### src/rtl/cache_control_nway.sv
// rtl/cache_control_nway.sv - control FSM for an N-way set-associative write-back cache
//
// Purpose: steers the per-way tag/data/valid/dirty arrays and the LRU array
// between the CPU request port and the physical-memory port. Misses pick a
// victim (lowest invalid way, else the LRU way), write it back if dirty, then
// fill it; the request then completes through the ordinary hit path.
//
// Ports:
//   clk, rst          clock; asynchronous active-high reset
//   mem_read/write    CPU request, held until mem_resp (write wins if both)
//   hit/valid/dirty   per-way status of the indexed set
//   lru_way           replacement array's LRU way for the indexed set
//   pmem_resp         physical memory transfer complete pulse
//   mem_resp          CPU request complete
//   pmem_read/write   line fill / line writeback request
//   pmem_addr_sel     0 = request tag/index, 1 = victim tag/index
//   data_in_sel       0 = masked CPU write data, 1 = pmem line
//   way_sel           way driving the read/writeback data mux
//   load_tag .. reset_dirty  one-hot per-way array strobes
//   set_lru, mru_way  replacement state update
//   hit/miss/wb_count saturating performance counters
module cache_control_nway #(
  parameter int s_offset = 5,
  parameter int s_index  = 3,
  parameter int num_ways = 4,
  parameter int s_way    = $clog2(num_ways),
  parameter int s_cnt    = 32
) (
  input  logic                clk,
  input  logic                rst,
  input  logic                mem_read,
  input  logic                mem_write,
  input  logic [num_ways-1:0] hit,
  input  logic [num_ways-1:0] valid,
  input  logic [num_ways-1:0] dirty,
  input  logic [s_way-1:0]    lru_way,
  input  logic                pmem_resp,
  output logic                mem_resp,
  output logic                pmem_read,
  output logic                pmem_write,
  output logic                pmem_addr_sel,
  output logic                data_in_sel,
  output logic [s_way-1:0]    way_sel,
  output logic [num_ways-1:0] load_tag,
  output logic [num_ways-1:0] load_data,
  output logic [num_ways-1:0] set_valid,
  output logic [num_ways-1:0] set_dirty,
  output logic [num_ways-1:0] reset_dirty,
  output logic                set_lru,
  output logic [s_way-1:0]    mru_way,
  output logic [s_cnt-1:0]    hit_count,
  output logic [s_cnt-1:0]    miss_count,
  output logic [s_cnt-1:0]    wb_count
);

  // Geometry sanity: associativity must be a power of two of at least 2.
  if (num_ways < 2 || (num_ways & (num_ways - 1)) != 0 || s_offset < 0 ||
      s_index < 1 || s_cnt < 1) begin : g_param_check
    $error("cache_control_nway: illegal geometry parameters");
  end

  typedef enum logic [1:0] {
    COMPARE   = 2'd0,
    WRITEBACK = 2'd1,
    FILL      = 2'd2
  } state_t;

  state_t state, state_next;

  logic [s_way-1:0] victim_q;
  logic [s_way-1:0] victim_sel;
  logic [s_way-1:0] hit_way;
  logic             fill_done;
  logic             request;
  logic             any_hit;
  logic             victim_wb;
  logic             miss_evt;
  logic             wb_evt;

  function automatic logic [num_ways-1:0] way_bit(input logic [s_way-1:0] w);
    way_bit    = '0;
    way_bit[w] = 1'b1;
  endfunction

  function automatic logic [s_cnt-1:0] sat_inc(input logic [s_cnt-1:0] c);
    sat_inc = (&c) ? c : c + 1'b1;
  endfunction

  assign request = mem_read | mem_write;
  assign any_hit = |hit;

  // Lowest-index hit; multiple hits are not expected.
  always_comb begin
    hit_way = '0;
    for (int i = num_ways - 1; i >= 0; i--) begin
      if (hit[i]) hit_way = s_way'(i);
    end
  end

  // Invalid ways are free to fill, so they take precedence over the LRU way.
  always_comb begin
    victim_sel = lru_way;
    for (int i = num_ways - 1; i >= 0; i--) begin
      if (!valid[i]) victim_sel = s_way'(i);
    end
  end

  assign victim_wb = valid[victim_sel] & dirty[victim_sel];
  assign miss_evt  = (state == COMPARE) && request && !any_hit && !rst;
  assign wb_evt    = (state == WRITEBACK) && pmem_resp && !rst;

  always_comb begin
    state_next    = state;
    mem_resp      = 1'b0;
    pmem_read     = 1'b0;
    pmem_write    = 1'b0;
    pmem_addr_sel = 1'b0;
    data_in_sel   = 1'b0;
    way_sel       = victim_q;
    load_tag      = '0;
    load_data     = '0;
    set_valid     = '0;
    set_dirty     = '0;
    reset_dirty   = '0;
    set_lru       = 1'b0;
    mru_way       = '0;

    case (state)
      COMPARE: begin
        if (request) begin
          if (any_hit) begin
            mem_resp = 1'b1;
            set_lru  = 1'b1;
            mru_way  = hit_way;
            way_sel  = hit_way;
            if (mem_write) begin
              load_data = way_bit(hit_way);
              set_dirty = way_bit(hit_way);
            end
          end else begin
            state_next = victim_wb ? WRITEBACK : FILL;
          end
        end
      end
      WRITEBACK: begin
        pmem_write    = 1'b1;
        pmem_addr_sel = 1'b1;
        if (pmem_resp) begin
          reset_dirty = way_bit(victim_q);
          state_next  = FILL;
        end
      end
      FILL: begin
        pmem_read   = 1'b1;
        data_in_sel = 1'b1;
        if (pmem_resp) begin
          load_data   = way_bit(victim_q);
          load_tag    = way_bit(victim_q);
          set_valid   = way_bit(victim_q);
          reset_dirty = way_bit(victim_q);
          state_next  = COMPARE;
        end
      end
      default: state_next = COMPARE;
    endcase

    // Reset is asynchronous, so the combinational outputs are silenced too.
    if (rst) begin
      state_next    = COMPARE;
      mem_resp      = 1'b0;
      pmem_read     = 1'b0;
      pmem_write    = 1'b0;
      pmem_addr_sel = 1'b0;
      data_in_sel   = 1'b0;
      way_sel       = '0;
      load_tag      = '0;
      load_data     = '0;
      set_valid     = '0;
      set_dirty     = '0;
      reset_dirty   = '0;
      set_lru       = 1'b0;
      mru_way       = '0;
    end
  end

  always_ff @(posedge clk or posedge rst) begin
    if (rst) begin
      state      <= COMPARE;
      victim_q   <= '0;
      fill_done  <= 1'b0;
      hit_count  <= '0;
      miss_count <= '0;
      wb_count   <= '0;
    end else begin
      state <= state_next;
      if (miss_evt) victim_q <= victim_sel;
      // fill_done marks the post-fill completion so it is not counted as a hit.
      if (mem_resp) fill_done <= 1'b0;
      else if (state == FILL && pmem_resp) fill_done <= 1'b1;
      if (mem_resp && !fill_done) hit_count <= sat_inc(hit_count);
      if (miss_evt) miss_count <= sat_inc(miss_count);
      if (wb_evt) wb_count <= sat_inc(wb_count);
    end
  end

endmodule

### config.mk
export PLATFORM = sky130hd
export DESIGN_NAME = cache_control_nway
export DESIGN_NICKNAME = d
export VERILOG_FILES = /design/src/rtl/cache_control_nway.sv
export SDC_FILE = /design/constraint.sdc
export NUM_CORES = 1
export LEC_CHECK = 0
export BUFFER_PORTS_ARGS = -buffer_cell sky130_fd_sc_hd__buf_2
export CAP_MARGIN = 20
export CELL_PAD_IN_SITES_DETAIL_PLACEMENT = 2
export CELL_PAD_IN_SITES_GLOBAL_PLACEMENT = 2
export CORE_UTILIZATION = 29
export DETAILED_ROUTE_END_ITERATION = 12
export GPL_ROUTABILITY_DRIVEN = 0
export PLACE_DENSITY_LB_ADDON = 0.1
export SLEW_MARGIN = 20
export SYNTH_ARGS = -nofsm -noshare
export SYNTH_HDL_FRONTEND = slang
export SYNTH_SLANG_ARGS = --single-unit
### constraint.sdc
create_clock -name clk -period 2.99 [get_ports clk]
set_input_delay 0 -clock clk [delete_from_list [all_inputs] [get_ports clk]]
set_output_delay 0 -clock clk [all_outputs]
set_load 0.02 [all_outputs]
==> flow_summary_export.csv, run 1 <==
group,metric,value,unit
worst_hold_path,min_from,"lru_way[1]",
logic_synthesis,synth_top_area_share,47.72,%
run_status,status,"finished clean",
logic_synthesis,ys_ff_latch,101,
clock_network,cts_made_buffers,9,
cells_and_area,area_growth,25.18,%
grt,grt_pass1_vias,4789,
sta,finalCriticalPeriod,2.473,ns
place,portBuffers,144,
clock_network,cts_resized,0,
setup_path,reg2reg_depth,6,
logic_synthesis,synthXorXnorAreaFrac,15.38,%
logic_synthesis,synth_area_leaders,"dfrtp_1, xnor2_1, nand4_1",
grt,grt_antenna_before_repair,0,
cells_and_area,layout_commonest_cell,"buf_2",
sta,fmax,0.4044,GHz
detailed_routing,first_iter_violations,94,
power,vdd_drop_max,0.0002708,V
floorplanning,die_x,137.1,um
clock_network,clkSlewWorstSetupHoldPaths,0.07,ns
power,p_int,2.322,mW
sta,clock_skew,0.01088,ns
worst_hold_path,hold_end,"victim_q[1]$_DFFE_PP0P_",
sta,setup_viol,0,
logic_synthesis,synthAdderAreaFrac,1.417,%
setup_path,r2r_end,"miss_count[1]$_DFFE_PP0P_",
cells_and_area,antenna_cells,0,
clock_network,clk_path_buf_depth,2,
logic_synthesis,synth_top_family_by_area,"simple AND/OR/NAND/NOR gates",
sta,maxSlewHeadroom,47.33,%
logic_synthesis,ys_seq_area_share,47.72,%
logic_synthesis,synthMuxAreaShare,0.8505,%
setup_path,cp_num_buf_inv,1,
cells_and_area,n_fill_cell,2001,
place,hpwlAfterDp,11660,um
grt,grt_pass1_wl,25430,um
logic_synthesis,syn-cell-area,5296,um^2
logic_synthesis,yosysWarningCount,0,
setup_path,r2r_slack,0.52,ns
logic_synthesis,synth_edf_count,0,
setup_path,crit_slowest_cell,"a31oi_2",
sta,drv_slew,0,
power,swShare,26.81,%
power,power_density,478.4,nW/um^2
power,seq_power_share,47.3,%
sta,tightest_slew,0.7900,ns
logic_synthesis,ys.flop_type,"dfrtp_1",
worst_hold_path,hold_path.class,"in -> reg",
sta,hold_viol,0,
setup_path,critPathLaunchType,"flip-flop",
detailed_routing,wl_per_cell,17.21,um
logic_synthesis,synth-compound-area-share,4.252,%
setup_path,required,3.22,ns
setup_path,slowest_delay,0.53,ns
detailed_routing,drt_pass1_iterations,4,
setup_path,path_delay_family,"simple AND/OR/NAND/NOR gates",
logic_synthesis,synthSimpleGateAreaFrac,27.78,%
sta,finalSetupTns,0,ns
clock_network,cts.htree.levels,3,
cells_and_area,multiInputGateArea,2631,um^2
clock_network,clock-sinks,101,
power,p_switching,0.8503,mW
sta,rsz0062_at_grt,"no",
grt,grt_max_degree,61,
setup_path,worstSetupStartpoint,"state[0]$_DFFE_PP0P_",
logic_synthesis,yosysTopAreaCell,"dfrtp_1",
power,totalPowerFinal,3.172,mW
power,p_leak,3.244,nW
logic_synthesis,async_flop_share,100.0,%
detailed_routing,vias,4479,
clock_network,clock_latency,0.35,ns
setup_path,r2r_start,"state[0]$_DFFE_PP0P_",
floorplanning,start_util,29.58,%
cells_and_area,drive_above_1_share,29.17,%
power,p_comb_share,11.5,%
setup_path,worstSetupEndpointType,"flip-flop",
logic_synthesis,synth_fp_nets,535,
logic_synthesis,synth_area_per_cell,10.38,um^2
floorplanning,core,17900,um^2
worst_hold_path,hold-path-cell-count,3,
logic_synthesis,syn-instance-count,510,
grt,gr-total-overflow,0,
detailed_routing,wl,15380,um
cells_and_area,layout_common_cells,"buf_2, dfrtp_1, xnor2_1",
floorplanning,rows,49,
cells_and_area,final_nets,685,
detailed_routing,antenna_left,0,
setup_path,crit_fanout,9,
floorplanning,die_y,137.1,um
cells_and_area,ff_latch_area,2527,um^2
grt,grt_usage,17.27,%
sta,fin_crit_sh,82.70,%
floorplanning,io_pins,145,
setup_path,critPathKind,"reg -> reg",
detailed_routing,viasPerCell,5.010,
logic_synthesis,synth_cell_types,50,
run,drv_cap,0,
floorplanning,die_area,18810,um^2
power,pwr-share-clk,41.2,%
clock_network,cts_tree,"done",
detailed_routing,drc,0,
clock_network,cts-root-buf,"clkbuf_16",
setup_path,path_cells,"inv_1 -> ha_1 -> nor2b_1 -> nand3_4 -> a31oi_2 -> mux2_2",
setup_path,crit_arrival,2.70,ns
state kept, by name, indices dropped and copies added, names as in the netlist:
| signal | cells |
|---|---|
| fill_done | 1 |
| miss_count | 32 |
| victim_q | 2 |
| hit_count | 32 |
| state | 2 |
| wb_count | 32 |
synthesized netlist by cell type (5+ instances only):
cell type and instances:
and4_1 14, ha_1 6, and2_1 8, nor3_1 19
nand3_1 25, xor2_1 24, o21ai_0 6, nor2_1 29
nand2_1 58, nand4_1 46, or2_2 6, nor4_1 5
and3_1 20, xnor2_1 69, inv_1 13, buf_4 9
dfrtp_1 101
how the worst max path moves through the flow:
stage / to / slack, ns / cells past startpoint
detailed placement: miss_count[20]$_DFFE_PP0P_ / 0.52 / 7
global route: miss_count[20]$_DFFE_PP0P_ / 0.33 / 7
CTS: miss_count[1]$_DFFE_PP0P_ / 0.51 / 6
global placement: miss_count[13]$_DFFE_PP0P_ / 0.60 / 7
finish: miss_count[1]$_DFFE_PP0P_ / 0.52 / 6
floorplan: load_data[2] / 0.24 / 7
layout make-up:
cell class              instances  share of cell area (%)
clock buffers                  10                   3.604
clock inverters                 6                   1.396
inverters                      13                  0.7926
multi-input cells             382                   39.69
flip-flops and latches        101                   38.12
well taps                     229                   4.322
repair buffers                153                   12.08
layer usage:
| metal | GRT usage (%) | part of all wire [%] |
|---|---|---|
| met1 | 21.96 | 46 |
| met2 | 30.22 | 51 |
| met3 | 2.185 | 2.4 |
| met4 | 5.372 | 1.2 |
| met5 | 0 | 0 |
kinds of logic (layout without fill, tap and decap cells):
family,after synthesis,in the layout
xor+xnor,93,93
buf+inv,27,182
compound gates,25,25
flops,101,101
fa+ha+maj,6,6
mux,4,4
simple gates,254,254
power by group through the flow:
stage / sequential, mW / combinational (mW) / clock, mW
CTS: 1.50 / 0.374 / 1.36
global route: 1.51 / 0.407 / 1.40
detailed placement: 1.53 / 0.368 / 0
global placement: 1.52 / 0.355 / 0
floorplan: 1.58 / 0.174 / 0
finish: 1.50 / 0.364 / 1.31
through the flow:
step	worst slack [ns]	util [%]	area, um^2	std cells	hold slack, ns
after floorplan	0.2405	-	5300	510	0.09423
after global placement	0.6014	34.90	6248	873	0.2845
after detailed placement	0.5248	34.90	6248	873	0.2951
after CTS	0.5127	37.04	6630	894	0.03431
after global routing	0.3345	37.04	6630	894	0.1214
final	0.5173	37.04	6630	894	0.04195
worst min-delay path, stage by stage:
cell	delay (ns)
buf_2	0.10
o211ai_1	0.10
o21ai_0	0.14
what timing repair did:
item | CTS | global route
buffers inserted | 0 | 0
setup endpoints to repair | 0 | 0
hold buffers | 5 | 0
hold endpoints to repair | 44 | 0
No activity file was read; power rests on OpenSTA's default activity.
==> run 2: changes to the inputs <==
CORE_UTILIZATION = 32   (was 29)
clock period = 2.45 ns   (was 2.99 ns; I/O delays follow)
==> run 2 against run 1 <==
- cell count is 1.0% lower
- worst hold slack worse by 0.025 ns
- non-clock buffer count is 5 higher
- setup slack worse by 0.31 ns
- flip-flop and latch count stayed put
- first-iteration DRC count is 66% higher
- power is 22% higher
- largest cell class unchanged
- die area is 9.2% lower
- sequential power is 22% higher
- cell area is 0.70% higher
==> flow_summary_export.csv, run 2 (synthesis gave the netlist of run 1 again) <==
group,metric,value,unit
power,totalPowerFinal,3.872,mW
floorplanning,start_util,33.10,%
cells_and_area,layout_common_cells,"buf_2, dfrtp_1, xnor2_1",
clock_network,cts-root-buf,"clkbuf_16",
clock_network,clock-sinks,101,
cells_and_area,layout_commonest_cell,"buf_2",
cells_and_area,final_nets,690,
detailed_routing,first_iter_violations,156,
detailed_routing,viasPerCell,5.102,
sta,rsz0062_at_grt,"no",
run_status,status,"finished clean",
power,p_leak,3.276,nW
grt,grt_max_degree,104,
setup_path,worstSetupEndpointType,"flip-flop",
grt,grt.busiest_layer,"met2",
setup_path,critPathLaunchType,"flip-flop",
place,portBuffers,144,
detailed_routing,drt_pass1_iterations,4,
detailed_routing,drc,0,
setup_path,r2r_slack,0.20,ns
cells_and_area,area_growth,26.06,%
clock_network,clock_latency,0.35,ns
clock_network,cts_setup_buffers,0,
grt,grt_usage,19.19,%
cells_and_area,antenna_cells,0,
floorplanning,io_pins,145,
setup_path,reg2reg_depth,8,
setup_path,r2r_end,"miss_count[30]$_DFFE_PP0P_",
grt,grt_pass1_wl,25590,um
clock_network,clkSlewWorstSetupHoldPaths,0.07,ns
setup_path,r2r_start,"state[0]$_DFFE_PP0P_",
clock_network,cts_tree,"done",
setup_path,crit_arrival,2.48,ns
setup_path,critPathKind,"reg -> reg",
floorplanning,die_area,17070,um^2
clock_network,cts_made_buffers,9,
grt,grt_antenna_before_repair,0,
sta,clock_skew,0.006785,ns
power,power_density,580.0,nW/um^2
worst_hold_path,hold_path.class,"in -> reg",
cells_and_area,top_regs,"hit_count x32, miss_count x32, wb_count x32",
floorplanning,core,16000,um^2
sta,finalCriticalPeriod,2.247,ns
sta,finalHoldWorstSlack,0.01675,ns
grt,grt_pass1_vias,4944,
grt,met2_usage,33.89,%
clock_network,cts.htree.levels,3,
detailed_routing,wl,15570,um
run,drv_cap,0,
sta,maxSlewHeadroom,59.28,%
clock_network,cts_resized,0,
detailed_routing,antenna_left,0,
cells_and_area,n_fill_cell,1807,
floorplanning,die_x,130.7,um
clock_network,cts-hold-fix-buffers,4,
sta,hold_viol,0,
sta,fmax,0.4451,GHz
sta,finalSetupTns,0,ns
grt,grt_use_met3,3.339,%
worst_hold_path,min_from,"lru_way[1]",
setup_path,crit_end,"miss_count[30]$_DFFE_PP0P_",
floorplanning,die_y,130.7,um
place,hpwlAfterDp,11710,um
place,postPlaceCellArea,6315,um^2
cells_and_area,drive_above_1_share,30.49,%
detailed_routing,vias,4515,
cells_and_area,postLayoutCellArea,6676,um^2
sta,tightest_slew,0.6062,ns
setup_path,crit_fanout,9,
place,post-place-cells,866,
power,vdd_drop_max,0.0003229,V
cells_and_area,layoutNonFillerInstCount,885,
floorplanning,rows,46,
grt,gr-total-overflow,0,
setup_path,worstSetupStartpoint,"state[0]$_DFFE_PP0P_",
grt,met1_usage,24.10,%
sta,fin_crit_sh,91.70,%
sta,setup_viol,0,
setup_path,required,2.69,ns
sta,drv_slew,0,
detailed_routing,wl_per_cell,17.59,um
clock_network,clk_path_buf_depth,2,
[run 2: area by class of cell]
cell class / instances / area [um^2] / share of cell area [%]
multi-input combinational: 382 / 2656 / 39.79
sequential: 101 / 2527 / 37.86
timing repair buffer: 158 / 848.3 / 12.71
tap: 216 / 270.3 / 4.048
clock buffer: 10 / 239.0 / 3.579
clock inverter: 5 / 82.58 / 1.237
inverter: 13 / 52.55 / 0.7871
[run 2: how the worst min path moves through the flow]
stage | to | slack (ns) | cells after the start
2_1_floorplan | mru_way[0] | 0.09 | 1
3_3_place_gp | victim_q[0]$_DFFE_PP0P_ | 0.29 | 3
3_5_place_dp | victim_q[0]$_DFFE_PP0P_ | 0.30 | 3
4_1_cts | victim_q[1]$_DFFE_PP0P_ | 0.007 | 3
5_1_grt | victim_q[1]$_DFFE_PP0P_ | 0.05 | 3
6_report | victim_q[1]$_DFFE_PP0P_ | 0.02 | 3
[run 2: power breakdown]
part | switching [mW] | total [mW] | internal (mW)
Sequential | 0.0924 | 1.83 | 1.74
Combinational | 0.281 | 0.449 | 0.168
Clock | 0.668 | 1.59 | 0.924
[run 2: per-layer routing]
metal	wire [um]	vias up
li1	-	2123
met1	7065	2303
met2	7920	77
met4	146	0
met5	0	-
met3	434	12
[run 2: worst max-delay path, cell delays in order, from the launching register on]
cell and delay [ns]:
dfrtp_1 0.41, inv_1 0.10, ha_1 0.25, nor2b_1 0.16, buf_4 0.15, nand3_4 0.15, nor4b_4 0.53, nand4_1 0.21
xnor2_1 0.16
[run 2: per-stage QoR]
stage / setup slack (ns) / util (%)
finish: 0.2032 / 41.73
global route: 0.02695 / 41.73
CTS: 0.1491 / 41.73
detailed placement: 0.2176 / 39.47
global placement: 0.3237 / 39.47
floorplan: -0.2190 / -
